<file path="src/rtl/prefetch_stage_pkg.sv">
`default_nettype none
// Front-end types shared by prefetch and fetch: slot descriptors, the exception record and the prefetch FSM states.
package prefetch_stage_pkg;

  typedef logic [31:0] virt_t;

  localparam logic [4:0] EXCCODE_ADEL = 5'h04;

  typedef struct packed {
    logic       ex;
    logic [4:0] exccode;
    virt_t      badvaddr;
    virt_t      epc;
  } exception_t;

  typedef struct packed {
    logic       valid;
    virt_t      pc;
    exception_t exception;
  } prefetch_to_fetch_bus_t;

  typedef enum logic [1:0] {
    PF_IDLE    = 2'd0,
    PF_RUN     = 2'd1,
    PF_EX_HOLD = 2'd2
  } pf_state_e;

  // Base address of the 8-byte instruction pair that contains pc.
  function automatic virt_t pair_base(input virt_t pc);
    return {pc[31:3], 3'b000};
  endfunction

endpackage
`default_nettype wire

</file>
<file path="src/rtl/pc_next_sel.sv">
`default_nettype none
// Next fetch-PC and next-state priority mux for the prefetch stage (reset is applied by the register owner).
module pc_next_sel
  import prefetch_stage_pkg::*;
(
  input  pf_state_e state,
  input  virt_t     pc,
  input  logic      flush,
  input  virt_t     flush_target,
  input  logic      bpu_redirect,
  input  virt_t     bpu_target,
  input  logic      accept,
  input  logic      exc_pkt,
  output virt_t     next_pc,
  output pf_state_e next_state
);

  always_comb begin
    next_pc    = pc;
    next_state = state;
    if (flush) begin
      next_pc    = flush_target;
      next_state = PF_RUN;
    end else if (state != PF_EX_HOLD) begin
      // Once an AdEL packet has gone out only a flush may move the PC again.
      next_state = exc_pkt ? PF_EX_HOLD : PF_RUN;
      if (bpu_redirect) begin
        next_pc = bpu_target;
      end else if (accept) begin
        next_pc = pair_base(pc) + 32'd8;
      end
    end
  end

endmodule
`default_nettype wire

</file>
<file path="src/rtl/prefetch_stage.sv">
`default_nettype none
// Front-end stage 0: owns the fetch PC, issues pair-aligned ICache requests and
// hands two slot descriptors per accepted request (or one AdEL packet) to fetch.
module prefetch_stage
  import prefetch_stage_pkg::*;
#(
  parameter virt_t      RESET_PC = 32'hBFC0_0000,
  parameter logic [4:0] EXC_ADEL = EXCCODE_ADEL
) (
  input  logic                   clk,
  input  logic                   reset,
  input  logic                   flush,
  input  logic [31:0]            flush_target,
  input  logic                   bpu_redirect,
  input  logic [31:0]            bpu_target,
  input  logic                   fs_allowin,
  output logic                   pfs_to_valid,
  output prefetch_to_fetch_bus_t prefetch_to_fetch_bus1,
  output prefetch_to_fetch_bus_t prefetch_to_fetch_bus2,
  output logic                   icache_req,
  output logic [31:0]            icache_addr,
  input  logic                   icache_addr_ok
);

  pf_state_e state;
  pf_state_e next_state;
  virt_t     pc;
  virt_t     next_pc;
  logic      misalign;
  logic      running;
  logic      accept;
  logic      exc_pkt;

  assign misalign = pc[1:0] != 2'b00;
  assign running  = state == PF_RUN;

  // Requests are only raised with queue space, so an accepted pair is always enqueued.
  assign icache_req   = running && !misalign && fs_allowin && !flush;
  assign exc_pkt      = running && misalign && fs_allowin && !flush;
  assign accept       = icache_req && icache_addr_ok;
  assign pfs_to_valid = accept || exc_pkt;
  assign icache_addr  = pair_base(pc);

  always_comb begin
    prefetch_to_fetch_bus1     = '0;
    prefetch_to_fetch_bus2     = '0;
    prefetch_to_fetch_bus1.pc  = icache_addr;
    prefetch_to_fetch_bus2.pc  = icache_addr + 32'd4;
    if (exc_pkt) begin
      prefetch_to_fetch_bus1.valid              = 1'b1;
      prefetch_to_fetch_bus2.valid              = 1'b1;
      prefetch_to_fetch_bus1.exception.ex       = 1'b1;
      prefetch_to_fetch_bus1.exception.exccode  = EXC_ADEL;
      prefetch_to_fetch_bus1.exception.badvaddr = pc;
      prefetch_to_fetch_bus1.exception.epc      = pc;
      prefetch_to_fetch_bus2.exception          = prefetch_to_fetch_bus1.exception;
    end else if (accept) begin
      // A PC pointing at the upper word skips the lower slot of the pair.
      prefetch_to_fetch_bus1.valid = !pc[2];
      prefetch_to_fetch_bus2.valid = 1'b1;
    end
  end

  pc_next_sel u_pc_next_sel (
    .state        (state),
    .pc           (pc),
    .flush        (flush),
    .flush_target (flush_target),
    .bpu_redirect (bpu_redirect),
    .bpu_target   (bpu_target),
    .accept       (accept),
    .exc_pkt      (exc_pkt),
    .next_pc      (next_pc),
    .next_state   (next_state)
  );

  always_ff @(posedge clk) begin
    if (reset) begin
      pc    <= RESET_PC;
      state <= PF_IDLE;
    end else begin
      pc    <= next_pc;
      state <= next_state;
    end
  end

endmodule
`default_nettype wire

</file>
<file path="config.mk">
export PLATFORM = sky130hd
export DESIGN_NAME = prefetch_stage
export DESIGN_NICKNAME = d
export VERILOG_FILES = /design/src/rtl/prefetch_stage_pkg.sv /design/src/rtl/pc_next_sel.sv /design/src/rtl/prefetch_stage.sv
export SDC_FILE = /design/constraint.sdc
export NUM_CORES = 1
export LEC_CHECK = 0
export ABC_AREA = 0
export BUFFER_PORTS_ARGS = -buffer_cell sky130_fd_sc_hd__buf_2
export CAP_MARGIN = 15
export CORE_AREA = 2 2 119 121
export CTS_CLUSTER_DIAMETER = 50
export DETAILED_ROUTE_END_ITERATION = 7
export DIE_AREA = 0 0 121 123
export SYNTH_ARGS = -nofsm -noshare
export SYNTH_HDL_FRONTEND = slang
export SYNTH_SLANG_ARGS = --single-unit
</file>
<file path="constraint.sdc">
create_clock -name clk -period 2.6 [get_ports clk]
set_input_delay 0.39 -clock clk [delete_from_list [all_inputs] [get_ports clk]]
set_output_delay 0.39 -clock clk [all_outputs]
set_load 0.02 [all_outputs]
</file>
* Word-level counts from Yosys, hierarchy flattened
Cells that the tools add are included.
Storage, ports and cells: bits in registers 34, bits of input ports 70
Cells by class: add/subtract/negate cells 2, eq/ne operators 2, mux-type cells 12, reductions and logical operators 16
Operators by type and width (number):
- $mux 32 | 4
- $mux 70 | 1
- $add 32x3->32 const B | 1
- $add 32x4->32 const B | 1
- $logic_and 1x1->1 | 7
- $mux 1 | 6
- $reduce_bool 2->1 | 2
- $logic_not 1->1 | 3
- $reduce_bool 3->1 | 1
- $eq 2x1->1 const B | 1
- $mux 2 | 1
- $ne 2x2->1 const B | 1
- $reduce_and 2->1 | 1
- $reduce_or 2->1 | 1
- $logic_or 1x1->1 | 1

* Depth between registers and ports, before layout
Gate-level depths: netlist of the first run.
depth in word-level cells 10, depth in mapped cells 8

* Hierarchy
From an unflattened synthesis of the first run, not the netlist that was laid out.
Unflattened totals: cells, all modules 614, area total of the unflattened synthesis 4376.7 sq um
Modules (own cells, without submodules):
- prefetch_stage | times used 1, cells each 326, area each 2783.9 sq um, seq. area each 680.7 sq um
- pc_next_sel | times used 1, cells each 288, area each 1592.8 sq um, seq. area each 0.0 sq um

* Worst setup path after synthesis of the first run
No wires, ideal clock.
kind input port to output port, start point input port flush, end point output port prefetch_to_fetch_bus1[63] in the netlist's numbering, data arrival time 2128 ps, setup slack 82 ps, stages on the path 7, buffers on the path 2, path through and4bb_2 -> and2_1 -> nor2_2 -> inv_1 -> clkbuf_1 -> and2_1 -> buf_4
RTL lines:
- start: declaration | line prefetch_stage.sv:12 | input logic flush,
- end: declaration | line prefetch_stage.sv:18 | output prefetch_to_fetch_bus_t prefetch_to_fetch_bus1,

==> results.cfg, run 1 <==
[logic_synthesis]
ys_top_cells_by_area = buf_4 38%, dfxtp_1 17%, and2_1 4.3%
synthArstFlopShare = 0
synth_flop_cell = dfxtp_1
synth_area_sq_um = 4088
synth.top_cell.area_share = 0.3765
yosysTopAreaCell = buf_4
synth.most_common_cell = buf_4
ys_seq_area_frac = 0.1665
synth.distinct_cells = 57
yosys-top-cells-count = 205 x buf_4, 35 x nor2_1, 34 x dfxtp_1
synth_enable_flop_cells = 0
yosysWarnings = 0
avgSynthCellArea_sq_um = 7.432
ys_ff_latch = 34
synthCells = 550

[detailed_routing]
vias_per_cell = 4.769
ant_nets = 0
routed_wirelength_um = 13430
wire_per_inst_um = 16.14
dr.pass1.iters = 4
drt_iter0_drc = 178
vias = 3968
drc = 0

[sta]
fin_ws_ps = 220.7
relSlewSlack = 0.4768
fmax_mhz = 420.3
hold_viol = 0
setup_tns_ps = 0
fin_crit_sh = 0.9151
skew_ps = 7.547
period_needed_ps = 2379
worstMarginPinSlew_ps = 777.6
rsz0062_at_grt = false
setup_viol = 0
drv_slew = 0

[cts]
insertion_delay_ps = 270
cts_hold_buf = 0
cts_buffer_depth = 2
path_clk_slew_ps = 60
cts-root-buf = clkbuf_16
cts_tree = built
cts_sinks = 34
cts_buffers = 5
htree_levels = 2

[setup_path]
critPathLaunchType = register
timing.rr.end = pc[23]$_SDFFE_PP1P_
worstSetupEndpoint = prefetch_to_fetch_bus1[58]
critPathKind = reg -> out
crit_path_end_kind = output port
rrSetupSlack_ps = 430
critPathMaxFanout = 16
required_ps = 2210
r2r_cells = 6
cp_data_arrival_time_ps = 1990
crit_start = state[1]$_SDFFE_PP0P_
timing.rr.start = pc[4]$_SDFFE_PP0P_

[pwr]
power.leakage_nw = 2.522
p_per_area_nw_per_um2 = 432.9
vdd_drop_max_uv = 263.1
finalPower_mw = 1.930

[placement]
pre_cts_slack_ps = 239.9
gp_congestion = 0.7870
port_buffers = 292
dpl_cell_area_sq_um = 4305
dp_hpwl_um = 10510
placed_cells = 824

[final_layout]
stdcell_area_sq_um = 4458
area_delta_synth_final_pct = 9.060
nNetsFinal = 722
antenna_cells = 0
fin_cells = 832
drive_gt1_frac = 0.4985

[floorplan]
coreArea_sq_um = 13610
ioPinCount = 310
start_util = 0.3003
die-area_sq_um = 14880
die_y_um = 123
die_width_um = 121
placementRows = 43

[worst_hold_path]
worstHoldPathType = in -> reg

[grt]
grt_overflow_total = 0
grt_antenna_before_repair = 0
grt_pass1_vias = 3241
grt_max_degree = 47
grt_pass1_wl_um = 18720
grt_usage = 0.1633

[status]
status = finished, final reports clean

[flow_run]
maxCapViolCount = 0
## routing by layer
metal	GRT usage	wire, um	vias to the layer above
li1	-	-	1911
met1	0.2107	5699	1841
met2	0.2956	6760	212
met3	0.02168	880	4
met4	0.02398	89	0
met5	0	0	-
## stage by stage
step | util | hold WS (ps)
after global placement | 0.3163 | 517.6
after floorplan | - | 478.8
after detailed placement | 0.3163 | 521.1
final | 0.3275 | 395.9
after CTS | 0.3271 | 393.3
after global routing | 0.3275 | 398.8
## power by group
group          leakage [nW]  internal [mW]  switching, mW
logic                  2.17          0.236          0.431
registers             0.282          0.565         0.0893
clock network        0.0739          0.380          0.227
total                  2.52           1.18          0.748
## layout by cell type (no fill, tap or decap), types with 5 or more instances in the layout
master	netlist	routed
a21oi_1	23	23
a221oi_1	8	8
a22oi_1	12	12
a31oi_1	8	8
and2_1	28	28
and3_1	6	6
buf_2	12	292
buf_4	205	17
clkbuf_16	0	5
conb_1	2	17
dfxtp_1	34	34
inv_1	8	8
nand2_1	27	27
nand3_1	14	14
nand4_1	6	6
nor2_1	35	35
nor3_1	12	12
o21ai_0	23	23
o31a_1	7	7
o32ai_1	6	6
## how the worst min path moves through the flow
stage	slack, ps	depth (start not counted)	endpoint	startpoint
2_1_floorplan	480	2	pc[2]$_SDFFE_PP0P_	pc[2]$_SDFFE_PP0P_
3_3_place_gp	520	2	pc[2]$_SDFFE_PP0P_	pc[2]$_SDFFE_PP0P_
3_5_place_dp	520	2	pc[2]$_SDFFE_PP0P_	pc[2]$_SDFFE_PP0P_
4_1_cts	390	3	pc[3]$_SDFFE_PP0P_	flush_target[3]
5_1_grt	400	3	pc[3]$_SDFFE_PP0P_	flush_target[3]
6_report	400	3	pc[3]$_SDFFE_PP0P_	flush_target[3]
## worst max-delay path: stages (launching register included)
cell and delay, ps:
dfxtp_1 310, and4bb_2 340, and2_1 280, nor2_4 90
inv_1 80, buf_4 200, and2_1 220, buf_2 190
## repair_timing
item / CTS / global route
hold endpoints to repair: 0 / 0
endpoints found under the setup margin: 0 / 2
buffers inserted: 0 / 0
gates resized for setup: 0 / 1
## flip-flops by register name, summed over array words and instances, names as in the netlist
| name | count |
|---|---|
| pc | 32 |
| state | 2 |
## logic make-up (layout without fill, tap and decap cells)
logic type,after synthesis,count (layout),share of synthesized area
other,2,17,0.001837
multiplexers,1,1,0.002449
AND/OR/NAND/NOR,150,150,0.2008
buffers and inverters,238,325,0.4123
flip-flops,34,34,0.1665
adder cells (fa/ha/maj),1,1,0.003060
AO/OA/AOI/OAI,124,124,0.2130
## cell type report
type	instances	area, sq um
clock buffers	7	142.6
clock inverters	1	5.005
fillers	1493	9154
inverters	8	30.03
multi-input cells	293	1785
flip-flops and latches	34	680.7
well taps	180	225.2
repair buffers	309	1589
No activity file was read; power rests on OpenSTA's default activity.
==> run 2: changes to the inputs <==
--- a/config.mk
+++ b/config.mk
@@ -6,6 +6,7 @@
 export NUM_CORES = 1
 export LEC_CHECK = 0
 export ABC_AREA = 0
+export ABC_CLOCK_PERIOD_IN_PS = 2600
 export BUFFER_PORTS_ARGS = -buffer_cell sky130_fd_sc_hd__buf_2
 export CAP_MARGIN = 15
 export CORE_AREA = 2 2 119 121
==> constraint.sdc (replaced) <==
create_clock -name clk -period 2.6 [get_ports clk]
set_input_delay 0.39 -clock clk [delete_from_list [all_inputs] [get_ports clk]]
set_output_delay 0.39 -clock clk [all_outputs]
set_load 0.005 [all_outputs]
==> run 2 against run 1 <==
Combinational power shrank 29%. Final cell count down 0.24%. Via count shrank 0.60%. First-iteration DRC count rose by 6.7%. Non-clock buffer count down 1. Register-to-register slack worse by 20 ps. Count of clock-buffer cells in the layout is the same. Global-route usage up 0.20 points. Hold slack worse by 16 ps. Clock power is 7.1% lower. Critical path type unchanged.
==> results.cfg, run 2 (synthesis results as in run 1) <==
[status]
status = finished, final reports clean

[floorplan]
placementRows = 43
die_y_um = 123
die_width_um = 121
ioPinCount = 310
die-area_sq_um = 14880
coreArea_sq_um = 13610
start_util = 0.3003

[cts]
ctsResizeCount = 0
cts_tree = built
cts_buffers = 5
cts_sinks = 34
path_clk_slew_ps = 50
cts-root-buf = clkbuf_16
htree_levels = 2
postCtsSetupRepairBufs = 0
cts_hold_buf = 0
insertion_delay_ps = 270
cts_buffer_depth = 2

[setup_path]
critPathMaxFanout = 16
crit_slowest_cell = dfxtp_1
critPathKind = reg -> out
crit_path_end_kind = output port
crit_top_cell = and2_1
required_ps = 2210
cpPeakStageDelay_ps = 330
cp_data_arrival_time_ps = 2070
cp_top_family = simple AND/OR/NAND/NOR gates
critPathLaunchType = register
cp_num_buf_inv = 3
cp_cell_sequence = and4bb_2 > and2_1 > nor2_2 > inv_1 > buf_4 > and2_1 > buf_2

[grt]
grt_usage = 0.1654
grt_overflow_total = 0
grt_max_degree = 47
grt_pass1_vias = 3331
grt_antenna_before_repair = 1
grt_pass1_wl_um = 19220

[pwr]
p_per_area_nw_per_um2 = 382.6
vdd_drop_max_uv = 238.5
finalPower_mw = 1.695
power.leakage_nw = 2.505

[sta]
fin_crit_sh = 0.9452
drv_slew = 0
hold_viol = 0
skew_ps = 2.611
setup_viol = 0
fmax_mhz = 406.9
relSlewSlack = 0.5076
rsz0062_at_grt = false
whs_ps = 380.0
setup_tns_ps = 0
period_needed_ps = 2457
worstMarginPinSlew_ps = 731.8

[final_layout]
nNetsFinal = 721
antenna_cells = 0
sequential_cell_area_sq_um = 680.7
final_cell_mix = 292 x buf_2, 35 x nor2_1, 34 x dfxtp_1
nFillCells = 1495
drive_gt1_frac = 0.4954
area_delta_synth_final_pct = 8.387
largestRegisters = pc: 32 flops, state: 2 flops
multiInputGateArea_sq_um = 1780
fin_cells = 830
largest_register_ffs = 32
layout_commonest_cell = buf_2
max_flop_register = pc

[worst_hold_path]
worstHoldPathType = in -> reg

[detailed_routing]
drc = 0
ant_nets = 0
vias = 3944
drt_iter0_drc = 190
dr.pass1.iters = 5
wire_per_inst_um = 16.19
routed_wirelength_um = 13440
vias_per_cell = 4.752

[placement]
placed_cells = 823
gp_congestion = 0.8000
dp_hpwl_um = 10450
port_buffers = 292

[flow_run]
maxCapViolCount = 0
run 2: cell count changes in the layout (fill, tap and decap cells not counted), sizes merged:
cell,change
clkinv,-1
buf,-1
run 2: worst register-to-register path: cells and delay by family, from the launching register on:
kind / cells / cell delay (ps)
compound gates: 2 / 300
simple gates: 3 / 1060
flops: 1 / 480
fa+ha+maj: 1 / 290
run 2: final timing paths:
path | to | cells past startpoint | slack [ps] | start
max | prefetch_to_fetch_bus2[58] | 7 | 140 | state[1]$_SDFFE_PP0P_
min | pc[3]$_SDFFE_PP0P_ | 3 | 380 | flush_target[3]
max reg2reg | pc[23]$_SDFFE_PP1P_ | 6 | 410 | pc[3]$_SDFFE_PP0P_
min reg2reg | pc[2]$_SDFFE_PP0P_ | 2 | 530 | pc[2]$_SDFFE_PP0P_
run 2: cell type report:
cell class	count	share of cell area
tap	180	0.05083
multi-input combinational	293	0.4019
clock buffer	7	0.02993
inverter	8	0.006778
timing repair buffer	308	0.3570
sequential	34	0.1536
run 2: layer usage:
layer  part of all wire  GRT usage  wire length (um)
met5            0.00097          0                13
met4             0.0047    0.02398                63
met3              0.080    0.02306              1073
met2               0.50     0.2992              6665
met1               0.42     0.2130              5619
run 2: through the flow:
| step | util | setup slack [ps] | area (sq um) |
|---|---|---|---|
| after floorplan | - | 383.7 | 4144 |
| after global placement | 0.3157 | 214.2 | 4298 |
| after detailed placement | 0.3157 | 188.6 | 4298 |
| after CTS | 0.3255 | 134.2 | 4431 |
| after global routing | 0.3255 | 10.63 | 4431 |
| final | 0.3255 | 142.5 | 4431 |
run 2: power breakdown:
part / internal (mW) / switching, mW / total [mW]
sequential: 0.566 / 0.0894 / 0.655
clock: 0.350 / 0.214 / 0.565
combinational: 0.231 / 0.244 / 0.476
